--- src/rtl/score_display_mux.sv ---
`default_nettype none
// +--------------------------------------------------------------------------+
// | Module : score_display_mux                                               |
// | Desc   : Binary score -> BCD (sequential double-dabble, one bit/cycle),  |
// |          atomically latched and time-multiplexed onto NUM_DIGITS         |
// |          common-anode 7-segment digits.                                  |
// | Config : define SEG_LZB_EN to blank leading zero digits.                 |
// | Rev    : 1.0  initial release                                            |
// +--------------------------------------------------------------------------+
module score_display_mux #(
  parameter int NUM_DIGITS  = 4,
  parameter int BIN_W       = 15,
  parameter int REFRESH_DIV = 50000
) (
  input  logic                  segclk,
  input  logic                  clr,
  input  logic [BIN_W-1:0]      score,
  output logic [6:0]            seg,
  output logic [NUM_DIGITS-1:0] an,
  output logic                  busy,
  output logic                  sat
);

  localparam int BCD_W = 4 * NUM_DIGITS;
  localparam int CNT_W = $clog2(BIN_W + 1);
  localparam int REF_W = $clog2(REFRESH_DIV);
  localparam int IDX_W = (NUM_DIGITS > 1) ? $clog2(NUM_DIGITS) : 1;

  // Largest value the display can show: 10^NUM_DIGITS - 1.
  function automatic logic [63:0] max_value(input int digits);
    logic [63:0] v;
    v = 64'd1;
    for (int i = 0; i < digits; i++) v = v * 64'd10;
    return v - 64'd1;
  endfunction

  localparam logic [63:0] MAX_VAL = max_value(NUM_DIGITS);

  // Active-low {g,f,e,d,c,b,a}; out-of-range nibbles go dark.
  function automatic logic [6:0] decode(input logic [3:0] nib);
    case (nib)
      4'd0:    decode = 7'b1000000;
      4'd1:    decode = 7'b1111001;
      4'd2:    decode = 7'b0100100;
      4'd3:    decode = 7'b0110000;
      4'd4:    decode = 7'b0011001;
      4'd5:    decode = 7'b0010010;
      4'd6:    decode = 7'b0000010;
      4'd7:    decode = 7'b1111000;
      4'd8:    decode = 7'b0000000;
      4'd9:    decode = 7'b0010000;
      default: decode = 7'b1111111;
    endcase
  endfunction

  typedef enum logic [1:0] {
    IDLE   = 2'd0,
    SHIFT  = 2'd1,
    COMMIT = 2'd2
  } state_t;

  state_t               state_q, state_d;
  logic [BIN_W-1:0]     bin_q, bin_d;
  logic [BCD_W-1:0]     bcd_q, bcd_d;
  logic [CNT_W-1:0]     cnt_q, cnt_d;
  logic                 pend_q, pend_d;
  logic                 busy_q, busy_d;
  logic                 sat_q, sat_d;
  logic [BCD_W-1:0]     disp_q, disp_d;
  logic [REF_W-1:0]     ref_q, ref_d;
  logic [IDX_W-1:0]     idx_q, idx_d;
  logic [NUM_DIGITS-1:0] an_q, an_d;
  logic [6:0]           seg_q, seg_d;
  logic [BCD_W-1:0]     bcd_adj;
  logic [3:0]           cur_nib;

  // Converter FSM: sample/saturate, shift BIN_W bits through the BCD accumulator, commit.
  always_comb begin
    state_d = state_q;
    bin_d   = bin_q;
    bcd_d   = bcd_q;
    cnt_d   = cnt_q;
    pend_d  = pend_q;
    busy_d  = busy_q;
    sat_d   = sat_q;
    disp_d  = disp_q;
    bcd_adj = bcd_q;
    for (int i = 0; i < NUM_DIGITS; i++) begin
      if (bcd_q[4*i +: 4] >= 4'd5) bcd_adj[4*i +: 4] = bcd_q[4*i +: 4] + 4'd3;
    end
    case (state_q)
      IDLE: begin
        if (64'(score) > MAX_VAL) begin
          bin_d  = MAX_VAL[BIN_W-1:0];
          pend_d = 1'b1;
        end else begin
          bin_d  = score;
          pend_d = 1'b0;
        end
        bcd_d   = '0;
        cnt_d   = '0;
        busy_d  = 1'b1;
        state_d = SHIFT;
      end
      SHIFT: begin
        {bcd_d, bin_d} = {bcd_adj, bin_q} << 1;
        cnt_d = cnt_q + 1'b1;
        if (cnt_q == CNT_W'(BIN_W - 1)) state_d = COMMIT;
      end
      COMMIT: begin
        // Display regs change only here, so the scan never sees a half-built value.
        disp_d  = bcd_q;
        sat_d   = pend_q;
        busy_d  = 1'b0;
        state_d = IDLE;
      end
      default: state_d = IDLE;
    endcase
  end

  // Scan: refresh divider, digit index, and the registered an/seg pair for that index.
  always_comb begin
    ref_d   = ref_q + 1'b1;
    idx_d   = idx_q;
    if (ref_q == REF_W'(REFRESH_DIV - 1)) begin
      ref_d = '0;
      idx_d = (idx_q == IDX_W'(NUM_DIGITS - 1)) ? '0 : idx_q + 1'b1;
    end
    an_d    = ~(NUM_DIGITS'(1) << idx_q);
    cur_nib = disp_q[{idx_q, 2'b00} +: 4];
`ifdef SEG_LZB_EN
    // Blank when this digit and everything above it is zero; digit 0 always shows.
    if ((idx_q != '0) && ((disp_q >> {idx_q, 2'b00}) == '0)) seg_d = 7'b1111111;
    else seg_d = decode(cur_nib);
`else
    seg_d = decode(cur_nib);
`endif
  end

  // State register for converter and scan; clr aborts everything immediately.
  always_ff @(posedge segclk or posedge clr) begin
    if (clr) begin
      state_q <= IDLE;
      bin_q   <= '0;
      bcd_q   <= '0;
      cnt_q   <= '0;
      pend_q  <= 1'b0;
      busy_q  <= 1'b0;
      sat_q   <= 1'b0;
      disp_q  <= '0;
      ref_q   <= '0;
      idx_q   <= '0;
      an_q    <= '1;
      seg_q   <= 7'b1111111;
    end else begin
      state_q <= state_d;
      bin_q   <= bin_d;
      bcd_q   <= bcd_d;
      cnt_q   <= cnt_d;
      pend_q  <= pend_d;
      busy_q  <= busy_d;
      sat_q   <= sat_d;
      disp_q  <= disp_d;
      ref_q   <= ref_d;
      idx_q   <= idx_d;
      an_q    <= an_d;
      seg_q   <= seg_d;
    end
  end

  assign seg  = seg_q;
  assign an   = an_q;
  assign busy = busy_q;
  assign sat  = sat_q;

endmodule
`default_nettype wire
--- config.mk ---
export PLATFORM = sky130hd
export DESIGN_NAME = score_display_mux
export DESIGN_NICKNAME = d
export VERILOG_FILES = /design/src/rtl/score_display_mux.sv
export SDC_FILE = /design/constraint.sdc
export NUM_CORES = 1
export LEC_CHECK = 0
export CORE_MARGIN = 2
export CORE_UTILIZATION = 50
export CTS_CLUSTER_DIAMETER = 100
export DETAILED_ROUTE_END_ITERATION = 12
export PLACE_DENSITY_LB_ADDON = 0.2
export SETUP_SLACK_MARGIN = 0.3
export SKIP_LAST_GASP = 1
export SYNTH_ARGS = -nofsm -noshare
export SYNTH_HDL_FRONTEND = slang
export SYNTH_SLANG_ARGS = --single-unit
--- constraint.sdc ---
create_clock -name segclk -period 4.2 [get_ports segclk]
set_input_delay 0.42 -clock segclk [delete_from_list [all_inputs] [get_ports segclk]]
set_output_delay 0.42 -clock segclk [all_outputs]
set_load 0.01 [all_outputs]
==> results.md <==
* Status: finished clean
* Total length of routed met2 wires at between 3000 and 4000 um
* IO buf count at 29
* H-tree depth at 3
* Headroom to the max-slew limit at 0.411
* Critical Path End Type: register
* P_leak at between 2 and 2.5 nW
* CP Cell Sequence: nand2b_1, mux2_2
* Final Cell Area at approximately 0.0047 mm^2
* Synthesized flop and latch total at between 80 and 90
* WP data arrival at 2.47 ns
* Crit path required time at 4.44 ns
* Fin crit period at roughly 2.2 ns
* Fin worst setup slack at about 2 ns
* Row count at 33
* Post-Layout Cell Count at between 500 and 600
* Hpwl dp at 4900 um
* Fill count at around 730
* Sequential Area at around 0.0021 mm^2
* Synthesized instance count at around 390
* Clock Path Buffers at 2
* Total track usage at 0.180
* Post-CTS setup buffers at 0
* Synth top area cells: dfrtp_1, dfstp_2, ha_1
* Setup Slack @ Placement at around 1.9 ns
* Die Y-Extent at 94.7 um
* Fin crit share at 0.532
* # DRC at 0
* Post-CTS Hold Buffers at 0
* Syn_area_per_cell at roughly 11 um^2
* IO Count at 30
* First-pass GRT wire length at roughly 12000 um
* Vias in the first global route at between 2000 and 3000
* Total core area at slightly above 0.008 mm^2
* RSZ-0062 raised after global routing: false
* Top routing layer in use: met4
* Post-synth top cells: dfrtp_1, nand2_1, o21ai_0
* Synthesized net count at 424
* Placed Area at roughly 0.0045 mm^2
* Initial antenna violation count at 0
* WL per Instance at around 14 um
* Distinct cell type count after synthesis at 39
* WL final at 7200 um
* Hold Violations, Final at 0
* Final setup violation count at 0
* Metal1 wirelength at roughly 3500 um
* Sequential-to-total area share from yosys stat at 0.521
* Via count at ~2700
* Post-DRT Antenna Nets at 0
* PD cells at just under 500 mW/mm^2
* Crit path max fanout at 26
* CTS Sinks at 85
* Post-synth EDFFs at 0
* Clk root buf: clkbuf_8
* Resized Gates After CTS at 0
* Initial core utilization at 0.508
* Max VDD drop at 234 uV
* Finished Core Util at 0.581
* Tightest Pin Transition at about 0.88 ns
* Most numerous cell in the Yosys netlist: dfrtp_1
* DRT iter0 DRCs at 148
* Largest net degree at the start of global routing at 51
* CTS tree: yes
* Hold Slack at around 0.47 ns
* CP max stage delay at roughly 0.92 ns
* Kind of critical path: reg -> reg
* Placer Congestion at 0.750
* Gr ovfl total at 0
* First-pass DRT Iterations at 4
* Clk_skew at around 0.0093 ns
* Multi-input gate area at around 0.0018 mm^2
* Die width at ~95 um
* Worst Hold Class: in -> async
* DIE AREA at 0.00896 mm^2
* Overall Power at 2.29 mW
* TritonCTS Buffers at 9
* CP delay by family, top: flip-flops
* Layout Area Growth over Synthesis at 14.4%
* Max-capacitance violation count at 0
* Prevailing post-synth register cell: dfrtp_1
* CP startpoint kind: register
* Area leader, netlist: dfrtp_1
* Antenna diode count at 0
* WP buf/inv at 0
* Yosys top cell area share at 0.451
* Final net count at 452
* Async SR Flop Fraction at 1.00
* Clock latency at the later pin of the worst-skew pair at ~0.36 ns
* Met3 Routed Length at 252 um
* Final Max Tran Viols at 0
* Fin Setup TNS at 0 ns
* Worst-path clk slew at 0.08 ns
* Mapped cell area at 0.00411 mm^2
* Placed cell count at between 500 and 600
* CP max-delay cell: dfrtp_1
* Yosys warnings at 0
* Drt via density at 5.23
* Layout cell share with drive strength beyond 1 at 0.138
* Max Fclk at between 400 and 500 MHz
## kinds of logic after synthesis
| family | after synthesis | share of synthesized area |
|---|---|---|
| multiplexers | 34 | 0.103 |
| AO/OA/AOI/OAI | 71 | 0.103 |
| adder cells (fa/ha/maj) | 20 | 0.0609 |
| XOR/XNOR | 19 | 0.0405 |
| AND/OR/NAND/NOR | 120 | 0.136 |
| flip-flops | 85 | 0.521 |
| buffers and inverters | 38 | 0.0365 |
## worst min-delay path, stage by stage
cell	delay (ns)
clkdlybuf4s50_1	0.41
clkinv_2	0.05
buf_4	0.37
## per-layer routing
metal	GRT usage	up-vias
met3	0.0399	12
met1	0.245	1311
met4	0.0857	0
met5	0	-
li1	-	1374
met2	0.275	49
## path summary, 6_finish.rpt
check	from	to	slack (ns)	depth (start not counted)
worst max-delay path	state_q[0]	disp_q[2]	1.96	2
worst min register to register	pend_q	pend_q	0.48	2
worst max register to register	state_q[0]	disp_q[2]	1.96	2
min in group segclk	pend_q	pend_q	0.48	2
max in group asynchronous	clr	disp_q[0]	3.23	3
worst min-delay path	clr	cnt_q[1]	0.47	3
## layout by cell type, fill, tap and decap left out, types with 2 or more instances in the layout
cell	Yosys	routed
dfstp_2	11	11
dfrtp_1	74	74
xor2_1	6	6
mux2_2	22	22
a221o_1	6	6
nor4_1	4	4
nor3_1	5	5
clkinv_2	0	2
a22o_1	4	4
o21ai_0	41	41
clkbuf_1	9	3
xnor2_1	13	13
clkdlybuf4s50_1	0	29
mux4_2	4	4
nand3_1	9	9
nor3b_1	4	4
mux2i_1	7	7
ha_1	20	20
clkbuf_8	0	9
nor2_1	34	34
nor2b_1	3	3
nand4_1	4	4
bufinv_16	0	2
nand2b_1	10	10
a21oi_1	13	13
inv_1	22	21
buf_4	1	4
nand2_1	42	42
## registers in the layout, summed over array words and instances, names as in the netlist
register and cells:
state_q 2, bin_q 15, seg 7, pend_q 1
an 4, cnt_q 4, busy 1, idx_q 2
ref_q 16, sat 1, disp_q 16, bcd_q 16
## where the power goes
group	total (mW)	internal (mW)	switching, mW
Combinational	0.581	0.293	0.288
Sequential	1.09	0.990	0.103
Clock	0.619	0.335	0.284
Total	2.29	1.62	0.675
## area by class of cell
cell class / instances / area share
inverters: 22 / 0.0178
well taps: 105 / 0.0279
clock buffers: 12 / 0.0287
flip-flops and latches: 85 / 0.455
repair buffers: 33 / 0.0681
multi-input cells: 264 / 0.387
clock inverters: 4 / 0.0154
No activity file was read; power rests on OpenSTA's default activity.
